**config.mk**
```make
export PLATFORM = sky130hd
export DESIGN_NAME = alu_issue
export DESIGN_NICKNAME = d
export VERILOG_FILES = /design/src/rtl/alu_issue.sv
export SDC_FILE = /design/constraint.sdc
export NUM_CORES = 1
export LEC_CHECK = 0
export ABC_CLOCK_PERIOD_IN_PS = 8700
export BUFFER_PORTS_ARGS = -buffer_cell sky130_fd_sc_hd__buf_2
export CELL_PAD_IN_SITES_DETAIL_PLACEMENT = 1
export CELL_PAD_IN_SITES_GLOBAL_PLACEMENT = 2
export CORE_MARGIN = 2
export CORE_UTILIZATION = 31
export DETAILED_ROUTE_END_ITERATION = 10
export PLACE_DENSITY = 0.95
export SYNTH_ARGS = -nofsm -noshare
export SYNTH_HDL_FRONTEND = slang
export SYNTH_SLANG_ARGS = --single-unit
```
**constraint.sdc**
```tcl
create_clock -name clk -period 8.7 [get_ports clk]
set_input_delay 1.74 -clock clk [delete_from_list [all_inputs] [get_ports clk]]
set_output_delay 1.74 -clock clk [all_outputs]
set_load 0.05 [all_outputs]
```
**src/rtl/alu_issue.sv**
```systemverilog
// alu_issue: decodes one RV32I integer/branch instruction per cycle into an
// ALU operation and holds it in a single valid/ready output register that
// supports back-to-back issue, downstream stall and flush.

`ifndef ALU_ISSUE_DEFS
`define ALU_ISSUE_DEFS
`define ALU_INST_BUS     3:0
`define ALU_ADD          4'd0
`define ALU_SUB          4'd1
`define ALU_LL           4'd2
`define ALU_RL           4'd3
`define ALU_ARL          4'd4
`define ALU_XOR          4'd5
`define ALU_OR           4'd6
`define ALU_AND          4'd7
`define ALU_CMP_EQ       4'd8
`define ALU_CMP_NEQ      4'd9
`define ALU_CMP_LESS     4'd10
`define ALU_CMP_LESSU    4'd11
`define ALU_CMP_MORE_EQ  4'd12
`define ALU_CMP_MORE_EQU 4'd13
`endif

module alu_issue (
    input  logic                 clk,
    input  logic                 rst,
    input  logic                 inst_valid_i,
    output logic                 inst_ready_o,
    input  logic [31:0]          inst_i,
    input  logic [31:0]          pc_i,
    input  logic [31:0]          rs1_data_i,
    input  logic [31:0]          rs2_data_i,
    input  logic                 flush_i,
    output logic                 alu_valid_o,
    input  logic                 alu_ready_i,
    output logic [`ALU_INST_BUS] alu_inst_o,
    output logic [31:0]          alu_src1_o,
    output logic [31:0]          alu_src2_o,
    output logic [4:0]           rd_o,
    output logic                 rd_we_o,
    output logic                 is_branch_o,
    output logic [31:0]          branch_target_o,
    output logic                 illegal_o
);

    localparam logic [6:0] OPC_OP     = 7'b0110011;
    localparam logic [6:0] OPC_OP_IMM = 7'b0010011;
    localparam logic [6:0] OPC_LUI    = 7'b0110111;
    localparam logic [6:0] OPC_AUIPC  = 7'b0010111;
    localparam logic [6:0] OPC_BRANCH = 7'b1100011;
    localparam logic [6:0] F7_ZERO    = 7'b0000000;
    localparam logic [6:0] F7_ALT     = 7'b0100000;

    logic [6:0]           opcode;
    logic [2:0]           funct3;
    logic [6:0]           funct7;
    logic [31:0]          imm_i;
    logic [31:0]          imm_u;
    logic [31:0]          imm_b;
    logic [31:0]          shamt;

    logic [`ALU_INST_BUS] raw_op;
    logic [31:0]          raw_src1;
    logic [31:0]          raw_src2;
    logic                 raw_legal;
    logic                 raw_writes;
    logic                 raw_branch;

    logic [`ALU_INST_BUS] dec_op;
    logic [31:0]          dec_src1;
    logic [31:0]          dec_src2;
    logic [4:0]           dec_rd;
    logic                 dec_rd_we;
    logic                 dec_branch;
    logic [31:0]          dec_target;
    logic                 dec_illegal;

    logic                 accept;

    assign opcode = inst_i[6:0];
    assign funct3 = inst_i[14:12];
    assign funct7 = inst_i[31:25];
    assign imm_i  = {{20{inst_i[31]}}, inst_i[31:20]};
    assign imm_u  = {inst_i[31:12], 12'b0};
    assign imm_b  = {{19{inst_i[31]}}, inst_i[31], inst_i[7], inst_i[30:25], inst_i[11:8], 1'b0};
    assign shamt  = {27'b0, inst_i[24:20]};

    // A new instruction can enter only when the output slot is empty or being drained, and never during a flush.
    assign inst_ready_o = !flush_i && (!alu_valid_o || alu_ready_i);
    assign accept       = inst_valid_i && inst_ready_o;

    // Raw opcode/funct decode into operation, operands and legality.
    always_comb begin
        raw_op     = `ALU_ADD;
        raw_src1   = 32'd0;
        raw_src2   = 32'd0;
        raw_legal  = 1'b0;
        raw_writes = 1'b0;
        raw_branch = 1'b0;
        case (opcode)
            OPC_OP: begin
                raw_src1   = rs1_data_i;
                raw_src2   = rs2_data_i;
                raw_writes = 1'b1;
                raw_legal  = (funct7 == F7_ZERO) ||
                             ((funct7 == F7_ALT) && ((funct3 == 3'b000) || (funct3 == 3'b101)));
                case (funct3)
                    3'b000:  raw_op = funct7[5] ? `ALU_SUB : `ALU_ADD;
                    3'b001:  raw_op = `ALU_LL;
                    3'b010:  raw_op = `ALU_CMP_LESS;
                    3'b011:  raw_op = `ALU_CMP_LESSU;
                    3'b100:  raw_op = `ALU_XOR;
                    3'b101:  raw_op = funct7[5] ? `ALU_ARL : `ALU_RL;
                    3'b110:  raw_op = `ALU_OR;
                    default: raw_op = `ALU_AND;
                endcase
            end
            OPC_OP_IMM: begin
                raw_src1   = rs1_data_i;
                raw_src2   = imm_i;
                raw_writes = 1'b1;
                raw_legal  = 1'b1;
                case (funct3)
                    3'b000:  raw_op = `ALU_ADD;
                    3'b001: begin
                        raw_op    = `ALU_LL;
                        raw_src2  = shamt;
                        raw_legal = (funct7 == F7_ZERO);
                    end
                    3'b010:  raw_op = `ALU_CMP_LESS;
                    3'b011:  raw_op = `ALU_CMP_LESSU;
                    3'b100:  raw_op = `ALU_XOR;
                    3'b101: begin
                        raw_op    = inst_i[30] ? `ALU_ARL : `ALU_RL;
                        raw_src2  = shamt;
                        raw_legal = (funct7 == F7_ZERO) || (funct7 == F7_ALT);
                    end
                    3'b110:  raw_op = `ALU_OR;
                    default: raw_op = `ALU_AND;
                endcase
            end
            OPC_LUI: begin
                raw_src2   = imm_u;
                raw_writes = 1'b1;
                raw_legal  = 1'b1;
            end
            OPC_AUIPC: begin
                raw_src1   = pc_i;
                raw_src2   = imm_u;
                raw_writes = 1'b1;
                raw_legal  = 1'b1;
            end
            OPC_BRANCH: begin
                raw_src1   = rs1_data_i;
                raw_src2   = rs2_data_i;
                raw_branch = 1'b1;
                raw_legal  = (funct3 != 3'b010) && (funct3 != 3'b011);
                case (funct3)
                    3'b000:  raw_op = `ALU_CMP_EQ;
                    3'b001:  raw_op = `ALU_CMP_NEQ;
                    3'b100:  raw_op = `ALU_CMP_LESS;
                    3'b101:  raw_op = `ALU_CMP_MORE_EQ;
                    3'b110:  raw_op = `ALU_CMP_LESSU;
                    3'b111:  raw_op = `ALU_CMP_MORE_EQU;
                    default: raw_op = `ALU_ADD;
                endcase
            end
            default: begin
                raw_legal = 1'b0;
            end
        endcase
    end

    // Illegal encodings collapse to a harmless add of zeros with no side effects.
    always_comb begin
        dec_op      = `ALU_ADD;
        dec_src1    = 32'd0;
        dec_src2    = 32'd0;
        dec_rd      = 5'd0;
        dec_rd_we   = 1'b0;
        dec_branch  = 1'b0;
        dec_target  = 32'd0;
        dec_illegal = !raw_legal;
        if (raw_legal) begin
            dec_op     = raw_op;
            dec_src1   = raw_src1;
            dec_src2   = raw_src2;
            dec_rd_we  = raw_writes && (inst_i[11:7] != 5'd0);
            dec_rd     = raw_writes ? inst_i[11:7] : 5'd0;
            dec_branch = raw_branch;
            dec_target = raw_branch ? (pc_i + imm_b) : 32'd0;
        end
    end

    // Output slot: flush empties it, accept (re)loads it, consume without accept empties it.
    always_ff @(posedge clk or posedge rst) begin
        if (rst) begin
            alu_valid_o     <= 1'b0;
            alu_inst_o      <= '0;
            alu_src1_o      <= 32'd0;
            alu_src2_o      <= 32'd0;
            rd_o            <= 5'd0;
            rd_we_o         <= 1'b0;
            is_branch_o     <= 1'b0;
            branch_target_o <= 32'd0;
            illegal_o       <= 1'b0;
        end else if (flush_i) begin
            alu_valid_o     <= 1'b0;
        end else if (accept) begin
            alu_valid_o     <= 1'b1;
            alu_inst_o      <= dec_op;
            alu_src1_o      <= dec_src1;
            alu_src2_o      <= dec_src2;
            rd_o            <= dec_rd;
            rd_we_o         <= dec_rd_we;
            is_branch_o     <= dec_branch;
            branch_target_o <= dec_target;
            illegal_o       <= dec_illegal;
        end else if (alu_ready_i) begin
            alu_valid_o     <= 1'b0;
        end
    end

endmodule

```
==> results.md <==
- Final nets: 1068
- Global Route met3 Usage: 0.0383
- HP Start: alu_src2_o[0]$_DFFE_PP0P_
- Grt met2 use: 0.366
- Leakage: 0.00401 µW
- DRC Markers: 0
- Die area: 22000 µm²
- Critical path class: input port to primary output
- Max-cap violations: 0
- Area growth syn-to-layout: 26.3%
- Sequential area share after synthesis: 0.423
- Setup TNS: 0 ns
- Placer Congestion: 0.856
- Fmax: 234 MHz
- Met1 usage: 0.285
- CTS tree: built
- IO buf count: 242
- Peak supply drop: 0.0933 mV
- DPL Wire Length: 17.5 mm
- Yosys cell types: 64
- CP Cell Sequence: buf_2 > nor2b_1 > nor2_1 > buf_2
- Worst path bufs/invs: 2
- Period minus WS final: 4.27 ns
- Fraction of layout cells with a size suffix above 1: 0.309
- Via/cell ratio: 5.42
- Chip width: 148 µm
- Worst hold path class: register to register
- Final number of hold-violating endpoints: 0
- Via count: 6383
- Post-Syn Nets: 859
- # resized after CTS: 0
- Arr. time, crit path: 2.53 ns
- CTS Hold Bufs: 0
- Syn avg cell area: 9.29 µm²
- Clock Pin Slew Worst Setup and Hold Paths: 0.08 ns
- Routed wire length: 23.4 mm
- FFs w/ async S/R, synth: 1.00
- Clock Tree Buf Depth: 2
- Critical Path Max Stage Delay: 0.34 ns
- Number of synthesized register bits: 109
- Initial drt markers: 296
- First-pass GRT wire length: 37.2 mm
- Post-Syn Area: 6450 µm²
- Mean routed wirelength per cell: 19.9 µm
- Most frequent cells in the layout: buf_2, dfrtp_1, nand2_1, o21ai_0, a22oi_1
- Setup Skew: 0.00685 ns
- Max-slew violations: 0
- Detailed Routing Iterations Pass 1: 5
- Yosys warns: 0
- Rows: 52
- Post-CTS setup repair buffer count: 0
- Critical-path top delay cell: buf_2
- Critical Path Sink Type: primary output
- Worst r2r path cells: 7
- Number of global-route vias before repair: 6532
- Post-route clock period utilization: 0.490
- Boundary Pins: 243
- Critical path data required time: 6.96 ns
- Clock latency at the later pin of the worst-skew pair: 0.36 ns
- Initial antenna violation count: 0
- Least-Margin Pin Slew: 1.22 ns
- Status: finished clean
- Total power: 1170 µW
- GRT Total Usage: 0.214
- Ant diodes: 0
- Crit-path leading delay family: buffers and inverters
- RSZ-0062 raised after global routing: false
- Global-route congestion overflow total: 0
- Syn Inst Count: 695
- Startpoint Class: input port
- Die height: 148 µm
- Setup violations, final: 0
- CTS sink cnt: 109
- Post-synth EDFFs: 0
- Initial Util: 0.317
- Filler cells: 2467
- Core Area: 20400 µm²
- RR Endpoint: branch_target_o[25]$_DFFE_PP0P_
- Antenna Nets Post-Route: 0
- Hold path endpoint: alu_src2_o[0]$_DFFE_PP0P_
- Htree depth: 3
- GR peak layer: met2
- Power Density: 143 nW/µm²
- Largest net degree at the start of global routing: 68
- Top FF cell, synth: dfrtp_1
- R2r setup slk: 5.95 ns
- Reg2reg start: alu_valid_o$_DFFE_PP0P_
- Slew Limit Headroom: 0.181
- CP dominant cell by count: buf_2
- Multi-input gate area: 3490 µm²
- Clock Tree Root: clkbuf_16
- Seq. cell area: 2730 µm²
- WP depth: 4
- CP max FO: 3
- Hold depth: 2
- Cts bufs inserted: 9
- Commonest non-fill, non-tap cell in the layout: buf_2
worst max-delay path by stage:
stage                start                         endpoint
5_1_grt         inst_i[31]  branch_target_o[20]$_DFFE_PP0P_
4_1_cts        alu_ready_i                     inst_ready_o
3_3_place_gp    inst_i[31]  branch_target_o[30]$_DFFE_PP0P_
6_report       alu_ready_i                     inst_ready_o
3_5_place_dp    inst_i[31]  branch_target_o[30]$_DFFE_PP0P_
2_1_floorplan          rst        alu_inst_o[0]$_DFFE_PP0P_
synth_stat cells, drive strengths merged, types with 4 or more instances:
master	count	share of area
inv	11	0.0064
a211oi	5	0.0066
and2	5	0.0048
nand2	102	0.059
nand4	5	0.0048
nand3	9	0.0070
a21o	15	0.017
dfrtp	109	0.42
a221oi	21	0.029
xor2	7	0.0095
a31oi	5	0.0048
buf	9	0.0099
a22oi	44	0.051
o21ai	73	0.057
a22o	32	0.043
nor2	26	0.015
xnor2	18	0.024
nor2b	9	0.0087
o31ai	17	0.020
ha	30	0.058
nor3	8	0.0079
nand3b	4	0.0047
clkbuf	42	0.024
a21oi	38	0.029
and3	4	0.0039
report_power, final:
| group | switching [µW] | internal [µW] |
|---|---|---|
| sequential | 0.997 | 508 |
| combinational | 145 | 83.3 |
| clock | 205 | 225 |
| total | 351 | 817 |
through the flow:
stage / utilization / hold WS (ns) / cells / setup WS, ns / cell area (µm²)
after CTS: 0.400 / 0.480 / 1178 / 4.41 / 8160
after global routing: 0.400 / 0.497 / 1178 / 4.32 / 8160
after floorplan: - / 0.745 / 695 / 4.09 / 6450
final: 0.400 / 0.476 / 1178 / 4.43 / 8160
after global placement: 0.386 / 0.453 / 1163 / 4.29 / 7860
after detailed placement: 0.386 / 0.460 / 1163 / 4.27 / 7860
sequential cells by signal (all words and copies together) (netlist names):
signal / count
branch_target_o: 32
alu_src2_o: 32
is_branch_o: 1
alu_inst_o: 4
illegal_o: 1
alu_valid_o: 1
alu_src1_o: 32
rd_o: 5
rd_we_o: 1
final cells by class:
cell class	instances	share of cell area
multi-input cells	524	0.427
flip-flops and latches	109	0.334
repair buffers	249	0.155
well taps	270	0.0414
clock buffers	9	0.0276
clock inverters	6	0.00875
inverters	11	0.00537
cell families (layout without fill, tap and decap cells):
| logic type | after synthesis | in the layout | synth area share |
|---|---|---|---|
| compound gates | 279 | 279 | 0.300 |
| simple gates | 185 | 185 | 0.135 |
| flops | 109 | 109 | 0.423 |
| buf+inv | 62 | 275 | 0.0407 |
| fa+ha+maj | 31 | 31 | 0.0613 |
| xor+xnor | 25 | 25 | 0.0339 |
| mux | 4 | 4 | 0.00640 |
worst min-delay path: cells and delay by family, from the launching register on:
family,cells,cell delay [ns]
AO/OA/AOI/OAI,1,0.05
AND/OR/NAND/NOR,1,0.05
flip-flops,1,0.34
layer usage:
metal  share of wire  vias to the layer above
met5               0                        -
met4           0.013                        0
met3           0.055                       24
met2            0.49                      201
met1            0.44                     3143
li1                -                     3015
Note: power is estimated with default switching activity, not from simulation.
